$ cat src/rtl/cpu_pkg.sv
// Shared CPU types: LSU state encoding and load/store width codes.
// These width codes match the decoder's LB/SB funct3 encodings.
package cpu_pkg;

    typedef enum logic [1:0] {
        IDLE = 2'd0,
        WAIT = 2'd1,
        DONE = 2'd2
    } lsu_state_t;

    typedef enum logic [2:0] {
        LS_B  = 3'b000,
        LS_H  = 3'b001,
        LS_W  = 3'b010,
        LS_BU = 3'b100,
        LS_HU = 3'b101
    } ls_width_t;

    // Unsigned widths are meaningless on stores, so they collapse to a word access.
    function automatic ls_width_t ls_normalize(input logic [2:0] f3, input logic is_store);
        ls_width_t w;
        case (f3)
            3'b000:  w = LS_B;
            3'b001:  w = LS_H;
            3'b100:  w = is_store ? LS_W : LS_BU;
            3'b101:  w = is_store ? LS_W : LS_HU;
            default: w = LS_W;
        endcase
        return w;
    endfunction

    function automatic logic ls_misaligned(input ls_width_t w, input logic [1:0] lo);
        logic m;
        case (w)
            LS_H, LS_HU: m = lo[0];
            LS_W:        m = (lo != 2'b00);
            default:     m = 1'b0;
        endcase
        return m;
    endfunction

endpackage

$ cat src/rtl/lsu_lane_align.sv
// Combinational byte-lane logic: store lane enables/replication and load
// extraction with sign or zero extension.
module lsu_lane_align
    import cpu_pkg::*;
(
    input  logic [2:0]  width,
    input  logic [1:0]  addr_lo,
    input  logic [31:0] store_data,
    input  logic [31:0] rdata,
    output logic [3:0]  sel,
    output logic [31:0] wdata,
    output logic [31:0] load_ext
);

    logic [31:0] shifted;

    always_comb begin
        shifted  = rdata >> {addr_lo, 3'b000};
        sel      = '0;
        wdata    = '0;
        load_ext = '0;
        case (ls_width_t'(width))
            LS_B, LS_BU: begin
                sel   = 4'b0001 << addr_lo;
                wdata = {4{store_data[7:0]}};
            end
            LS_H, LS_HU: begin
                sel   = addr_lo[1] ? 4'b1100 : 4'b0011;
                wdata = {2{store_data[15:0]}};
            end
            default: begin
                sel   = 4'b1111;
                wdata = store_data;
            end
        endcase
        case (ls_width_t'(width))
            LS_B:    load_ext = {{24{shifted[7]}}, shifted[7:0]};
            LS_BU:   load_ext = {24'b0, shifted[7:0]};
            LS_H:    load_ext = {{16{shifted[15]}}, shifted[15:0]};
            LS_HU:   load_ext = {16'b0, shifted[15:0]};
            default: load_ext = shifted;
        endcase
    end

endmodule

$ cat src/rtl/load_store_unit.sv
// Memory-stage load/store unit: one bus transaction per request, stalls until done.
// Optional LSU_TIMEOUT_EN aborts a transaction after TIMEOUT_CYCLES without bus_ack.
module load_store_unit
    import cpu_pkg::*;
#(
    parameter int ADDR_W         = 32,
    parameter int TIMEOUT_CYCLES = 255
) (
    input  logic              clk,
    input  logic              nRst,
    input  logic              mem_req,
    input  logic              mem_read,
    input  logic              mem_write,
    input  logic [2:0]        funct3,
    input  logic [ADDR_W-1:0] addr,
    input  logic [31:0]       store_data,
    output logic              busy,
    output logic [31:0]       load_data,
    output logic              load_valid,
    output logic              store_done,
    output logic              misaligned,
    output logic              bus_err,
    output logic [ADDR_W-1:0] bus_addr,
    output logic [31:0]       bus_wdata,
    output logic [3:0]        bus_sel,
    output logic              bus_read,
    output logic              bus_write,
    input  logic [31:0]       bus_rdata,
    input  logic              bus_ack
);

    if (TIMEOUT_CYCLES < 1) begin : g_timeout_range
        $error("TIMEOUT_CYCLES must be at least 1");
    end

    lsu_state_t        state_q, state_d;
    logic [ADDR_W-1:0] addr_q, addr_d;
    ls_width_t         width_q, width_d;
    logic [31:0]       sdata_q, sdata_d;
    logic              is_load_q, is_load_d;
    logic              mis_q, mis_d;
    logic [31:0]       load_data_q, load_data_d;
    logic              err_now;

`ifdef LSU_TIMEOUT_EN
    localparam int CNT_W = ($clog2(TIMEOUT_CYCLES + 1) > 8) ? $clog2(TIMEOUT_CYCLES + 1) : 8;
    logic [CNT_W-1:0] cnt_q, cnt_d;
    logic             err_q, err_d;
    assign err_now = err_q;
`else
    assign err_now = 1'b0;
`endif

    logic        accept;
    logic [3:0]  lane_sel;
    logic [31:0] lane_wdata;
    logic [31:0] lane_load;

    lsu_lane_align u_lane_align (
        .width      (width_q),
        .addr_lo    (addr_q[1:0]),
        .store_data (sdata_q),
        .rdata      (bus_rdata),
        .sel        (lane_sel),
        .wdata      (lane_wdata),
        .load_ext   (lane_load)
    );

    assign accept = mem_req & (mem_read ^ mem_write);

    always_comb begin
        state_d     = state_q;
        addr_d      = addr_q;
        width_d     = width_q;
        sdata_d     = sdata_q;
        is_load_d   = is_load_q;
        mis_d       = mis_q;
        load_data_d = load_data_q;
        busy        = 1'b0;
`ifdef LSU_TIMEOUT_EN
        cnt_d       = cnt_q;
        err_d       = err_q;
`endif
        case (state_q)
            IDLE: begin
                if (accept) begin
                    busy      = 1'b1;
                    addr_d    = addr;
                    width_d   = ls_normalize(funct3, mem_write);
                    sdata_d   = store_data;
                    is_load_d = mem_read;
                    mis_d     = ls_misaligned(width_d, addr[1:0]);
`ifdef LSU_TIMEOUT_EN
                    cnt_d     = '0;
                    err_d     = 1'b0;
`endif
                    if (mis_d) begin
                        state_d = DONE;
                        if (mem_read) load_data_d = '0;
                    end else begin
                        state_d = WAIT;
                    end
                end
            end
            WAIT: begin
                busy = 1'b1;
                if (bus_ack) begin
                    state_d = DONE;
                    if (is_load_q) load_data_d = lane_load;
                end
`ifdef LSU_TIMEOUT_EN
                else if (cnt_q == CNT_W'(TIMEOUT_CYCLES - 1)) begin
                    state_d = DONE;
                    err_d   = 1'b1;
                end else begin
                    cnt_d = cnt_q + 1'b1;
                end
`endif
            end
            DONE:    state_d = IDLE;
            default: state_d = IDLE;
        endcase
    end

    always_ff @(posedge clk or negedge nRst) begin
        if (!nRst) begin
            state_q     <= IDLE;
            addr_q      <= '0;
            width_q     <= LS_B;
            sdata_q     <= '0;
            is_load_q   <= 1'b0;
            mis_q       <= 1'b0;
            load_data_q <= '0;
`ifdef LSU_TIMEOUT_EN
            cnt_q       <= '0;
            err_q       <= 1'b0;
`endif
        end else begin
            state_q     <= state_d;
            addr_q      <= addr_d;
            width_q     <= width_d;
            sdata_q     <= sdata_d;
            is_load_q   <= is_load_d;
            mis_q       <= mis_d;
            load_data_q <= load_data_d;
`ifdef LSU_TIMEOUT_EN
            cnt_q       <= cnt_d;
            err_q       <= err_d;
`endif
        end
    end

    // Bus outputs come only from the latched request, so they hold steady while waiting.
    logic in_wait;
    assign in_wait    = (state_q == WAIT);
    assign bus_read   = in_wait & is_load_q;
    assign bus_write  = in_wait & ~is_load_q;
    assign bus_addr   = in_wait ? {addr_q[ADDR_W-1:2], 2'b00} : '0;
    assign bus_sel    = in_wait ? lane_sel : '0;
    assign bus_wdata  = (in_wait & ~is_load_q) ? lane_wdata : '0;

    assign load_data  = load_data_q;
    assign load_valid = (state_q == DONE) & is_load_q & ~mis_q & ~err_now;
    assign store_done = (state_q == DONE) & ~is_load_q & ~mis_q & ~err_now;
    assign misaligned = (state_q == DONE) & mis_q;
    assign bus_err    = (state_q == DONE) & err_now;

endmodule

$ cat config.mk
export PLATFORM = sky130hd
export DESIGN_NAME = load_store_unit
export DESIGN_NICKNAME = d
export VERILOG_FILES = /design/src/rtl/cpu_pkg.sv /design/src/rtl/lsu_lane_align.sv /design/src/rtl/load_store_unit.sv
export SDC_FILE = /design/constraint.sdc
export NUM_CORES = 1
export LEC_CHECK = 0
export BUFFER_PORTS_ARGS = -buffer_cell sky130_fd_sc_hd__buf_2
export CORE_MARGIN = 3
export CORE_UTILIZATION = 55
export CTS_CLUSTER_SIZE = 10
export DETAILED_ROUTE_END_ITERATION = 10
export PLACE_DENSITY = 0.95
export SLEW_MARGIN = 0
export SYNTH_ARGS = -nofsm -noshare
export SYNTH_HDL_FRONTEND = slang
export SYNTH_HIERARCHICAL = 1
export SYNTH_SLANG_ARGS = --single-unit
$ cat constraint.sdc
create_clock -name clk -period 4.6 [get_ports clk]
set_input_delay 0.23 -clock clk [delete_from_list [all_inputs] [get_ports clk]]
set_output_delay 0.23 -clock clk [all_outputs]
set_load 0.005 [all_outputs]
# --- After elaboration in Yosys (flattened, before gate mapping) ---
# Cells that the tools add are included.
word_totals:
  wordCells: 74
  input_bits: 105
  regBits: 103
  out_inout_bits: 107
op_classes:
  n_reduce_logical: 11
  n_mux: 27
  bitwise_logic: 11
  n_shift: 2
  n_eq_ne: 16
ops:
  columns: ["cell", "n"]
  rows:
  - ["$mux W32", 7]
  - ["$pmux W32 S2", 2]
  - ["$pmux W32 S4", 1]
  - ["$shr A32 B5 Y32", 1]
  - ["$eq A3 B3 Y1 const B", 5]
  - ["$mux W3", 4]
  - ["$pmux W3 S4", 1]
  - ["$ne A2 B2 Y1 const B", 5]
  - ["$eq A3 B1 Y1 const B", 3]
  - ["$and A1 B1 Y1", 8]
  - ["$mux W4", 2]
  - ["$pmux W4 S2", 1]
  - ["$logic_not A3 Y1", 2]
  - ["$mux W2", 3]
  - ["$reduce_and A6 Y1", 1]
  - ["$reduce_or A2 Y1", 3]
  - ["$pmux W1 S2", 2]
  - ["$pmux W2 S2", 1]
  - ["$reduce_and A2 Y1", 2]
  - ["$reduce_bool A2 Y1", 2]
  - ["$shl A1 B2 Y4 const A", 1]
  - ["$eq A3 B2 Y1 const B", 1]
  - ["$mux W1", 3]
  - ["$eq A2 B1 Y1 const B", 1]
  - ["4 further kinds", 5]

# --- Longest topological paths before layout ---
logic_depth:
  depth_word: 12
  ltp_mapped: 8
  ltp_nobuf: 6

# --- Cells and area by module ---
# Netlist, hierarchy kept.
modules_own_cells:
  columns: ["mod", "instances", "cells_per_inst", "seq_area_each_um2", "area_each_um2"]
  rows:
  - ["load_store_unit", 1, 438, 2577.5, 4928.5]
  - ["lsu_lane_align", 1, 182, 0.0, 1211.2]

# --- Worst setup path before layout ---
# Ideal clock, no wire load.
synth_path:
  path_type: "reg2out"
  from: "reg width_q[1]"
  to: "out bus_wdata[10]"
  required_time_ns: 4.370
  stages_incl_launch_ff: 6
  n_path_buf: 2
  arrival_ns: 1.512
  setup_slack_ns: 2.858
  cell_sequence: "dfrtp_1 buf_2 nor2_2 buf_2 mux2_2 and2_1"
synth_via:
  elab_chain_len: 4
synth_lines:
  columns: ["element", "line", "text"]
  rows:
  - ["from (decl)", "load_store_unit.sv:38", "ls_width_t width_q, width_d;"]
  - ["from (signal assigned)", "load_store_unit.sv:141", "width_q <= width_d;"]
  - ["$eq A3 B1 Y1 (tied with other cells)", "lsu_lane_align.sv:22", "case (ls_width_t'(width))"]
  - ["$reduce_or A2 Y1", "lsu_lane_align.sv:22", null]
  - ["$pmux W32 S2 (*)", "lsu_lane_align.sv:22", null]
  - ["named net lane_wdata[10]", "load_store_unit.sv:56", "logic [31:0] lane_wdata;"]
  - ["$mux W32 (*)", "load_store_unit.sv:160", "assign bus_wdata = (in_wait & ~is_load_q) ? lane_wdata : '0;"]
  - ["to (decl)", "load_store_unit.sv:24", "output logic [31:0] bus_wdata,"]
# The timed path passes the listed nets; every way through them passes the cells marked *.

# --- Final worst setup path ---
layout_path:
  from: "reg state_q[0]"
  to: "reg sdata_q[16]"
layout_via:
  elab_chain_len: 2
layout_lines:
  columns: ["element", "line", "text"]
  rows:
  - ["from (decl)", "load_store_unit.sv:36", "lsu_state_t state_q, state_d;"]
  - ["from (signal assigned)", "load_store_unit.sv:139", "state_q <= state_d;"]
  - ["$logic_not A2 Y1", "load_store_unit.sv:84", "case (state_q)"]
  - ["$reduce_and A2 Y1 (no source line)", null, null]
  - ["to (signal assigned)", "load_store_unit.sv:142", "sdata_q <= sdata_d;"]
  - ["to (decl)", "load_store_unit.sv:39", "logic [31:0] sdata_q, sdata_d;"]
# Every way passes these cells.
# A chain may end at the register's enable or synchronous reset.

==> impl_metrics.yaml <==
drt:
  vias: 5507
  wl_per_cell_um: 18.6
  vias_per_cell: 5.93
  drtIter0Drc: 407
  first_pass_iters: 5
  drc: 0
  detail-route-antenna-nets: 0
  drt-total-wl_um: 17300
floorplanning:
  start_util_pct: 57.9
  core_area_um2: 10600
  die-height_um: 112
  placementRows: 37
  num_io_pins: 212
  die_w_um: 112
  dieArea_um2: 12500
grt:
  antenna_found_initial: 1
  grt_max_degree: 68
  use_met3_pct: 7.83
  busiest_layer: "met2"
  grt_pass1_wl_um: 27800
  grtUsageTotal_pct: 27.3
  met1_usage_pct: 33.7
  grt_overflow: 0
  grt_pass1_vias: 5378
  met2_usage_pct: 46.6
cells_and_area:
  finish.instance_area_um2: 7320
  fillers: 786
  area.growth.synth_to_final_pct: 19.3
  multi_input_area_um2: 3220
  drive_above_1_share_pct: 38.6
  final_nets: 892
  utilization_pct: 69.1
  regArea_um2: 2580
setup_path:
  cp_slowest_stage_delay_ns: 0.91
  critPathMaxFanout: 67
  crit_slowest_cell: "or3b_1"
  end_kind: "register"
  crit_type: "reg -> reg"
  reg2reg_depth: 4
  cp.required_ns: 4.86
  rrSetupSlack_ns: 1.64
  rr_startpoint: "state_q[0]"
  worstReg2RegEnd: "sdata_q[16]"
  start_kind: "register"
  cp_data_arrival_time_ns: 3.22
  path_cells: "or3b_1, nor2b_4, buf_4, mux2_2"
  path_buf_inv: 1
  cp_top_family: "simple AND/OR/NAND/NOR gates"
clocking:
  clockBufferDepth: 2
  cts_root_buf: "clkbuf_8"
  cts_tree: "done"
  clock-sinks: 103
  cts.clk_slew.worst_paths_ns: 0.11
  htreeDepth: 3
  cts_setup_buffers: 0
  cts_buffers: 9
  insertion_delay_ns: 0.37
place:
  dp_slack_ns: 1.70
  hpwl_um: 12200
  placed_area_um2: 7100
  numPortBuffers: 208
  routabilityCongestion: 0.880
logic_synthesis:
  yosys.area_share.simple_pct: 19.0
  yosysUniqueCellTypes: 48
  synth_top_area_share_pct: 42.0
  synth.mux.area_fraction_pct: 19.8
  synth_area_leaders: "dfrtp_1 (42%), mux2_2 (12%), o211ai_1 (7.8%), and2_1 (7.5%), mux2_1 (5.0%)"
  synth_area_per_cell_um2: 9.90
  synthCells: 620
  yosysSeqAreaShare_pct: 42.0
  ys_warn_count: 6
  ys.flop_type: "dfrtp_1"
  synth-xor-area-share_pct: 0.285
  synth_compound_area_share_pct: 12.8
  synth_fa_ha_area_share_pct: 0
  synth_seq_cells: 103
  yosysTopAreaCell: "dfrtp_1"
  synth_edf_count: 0
  synth_area_um2: 6140
  synth_top_family_by_area: "multiplexers"
  async_reset_ff_share_pct: 100
sta:
  hold_viol: 0
  setup_viol: 0
  slew_viol_final: 0
  tightestPinTransition_ns: 1.25
  fmax_mhz: 338
  tns_ns: 0
  fin_skew_ns: 0.0133
  setup_slack_ns: 1.64
  rsz0062_at_grt: "false"
  max_slew_margin_pct: 16.6
  fin_crit_sh_pct: 64.3
  period_needed_ns: 2.96
hold_path:
  hp-start: "addr[16]"
  worstHoldPathType: "in -> reg"
  hold_depth: 2
  whs_endpoint: "addr_q[16]"
run:
  drv_cap: 0
status:
  status: "complete, no violations"
power:
  p_leak_nw: 3.46
  irDropWorstVdd_v: 0.000223
  power.density_nw_per_um2: 480
==> cells by family after synthesis <==
logic type | after synthesis
mux | 110
flops | 103
buf+inv | 69
xor+xnor | 2
simple gates | 219
compound gates | 116
other cells | 1
==> power by group <==
group	switching, mW	leakage, nW	internal, mW	total (mW)
combinational	0.683	2.16	0.700	1.38
clock	0.354	0.104	0.265	0.618
sequential	0.278	1.19	1.24	1.52
==> metrics by stage <==
step | instances | hold slack, ns | power, mW
after global routing | 929 | 0.0563 | 3.76
after CTS | 928 | 0.0513 | 3.52
final | 929 | 0.0638 | 3.52
after detailed placement | 911 | 0.363 | 2.90
after global placement | 911 | 0.353 | 2.83
after floorplan | 622 | -0.0656 | 2.44
==> cell usage after synthesis, drive strengths merged, types with 2 or more instances <==
master    n
nand2b    3
o21ai    18
mux2i    20
and2b     3
nand3    33
a211oi    9
mux2     90
nor2      7
nor3      2
and2     74
nor2b     8
nand2    75
nor3b     4
dfrtp   103
o211ai   64
clkbuf   36
buf      30
o21bai    2
a21oi    17
a21o      2
inv       3
==> per-layer routing <==
metal / vias up / part of all wire [%] / wire length, um
li1: 2510 / - / -
met5: - / 0 / 0
met4: 0 / 2.0 / 341
met1: 2666 / 38 / 6510
met3: 33 / 10 / 1730
met2: 298 / 50 / 8730
==> cell usage in the layout (no fill, tap or decap), types with 7 or more instances in the layout <==
master	count
buf_2	207
dfrtp_1	103
nand2_1	75
and2_1	74
o211ai_1	64
mux2_2	63
nand3_1	33
mux2_1	27
mux2i_1	19
o21ai_0	18
a21oi_1	16
buf_4	12
clkbuf_8	9
nor2b_1	7
a211oi_1	7
==> final cells by class <==
| class | instances | share of cell area, % |
|---|---|---|
| multi-input combinational | 450 | 43.9 |
| antenna | 1 | 0.0342 |
| clock inverter | 7 | 1.18 |
| inverter | 3 | 0.154 |
| tap | 136 | 2.32 |
| timing repair buffer | 220 | 15.5 |
| sequential | 103 | 35.2 |
| clock buffer | 9 | 1.69 |
==> worst max path at each step <==
stage          cells after the start  slack, ns        from             to
3_3_place_gp                       4       1.76  state_q[0]    sdata_q[25]
3_5_place_dp                       4       1.70  state_q[0]    sdata_q[16]
2_1_floorplan                      5       2.86  width_q[1]  bus_wdata[10]
5_1_grt                            4       1.50  state_q[0]    sdata_q[16]
6_report                           4       1.64  state_q[0]    sdata_q[16]
4_1_cts                            4       1.68  state_q[0]    sdata_q[16]
==> worst register-to-register path: cells and delay by family, from the launching register on <==
| kind | cells | cell delay (ns) |
|---|---|---|
| buffers and inverters | 1 | 0.68 |
| DFF | 1 | 0.52 |
| muxes | 1 | 0.49 |
| and+or+nand+nor | 2 | 1.17 |
==> repair_timing <==
item                                   in CTS  in global routing
gates resized for setup                     0                  0
endpoints found under the hold margin      60                  0
hold buffers                                1                  0
==> state kept, by name, summed over array words and instances, names as in the netlist <==
signal,cells
mis_q,1
sdata_q,32
addr_q,32
load_data,32
is_load_q,1
width_q,3
state_q,2
(Power assumes the default switching activity.)
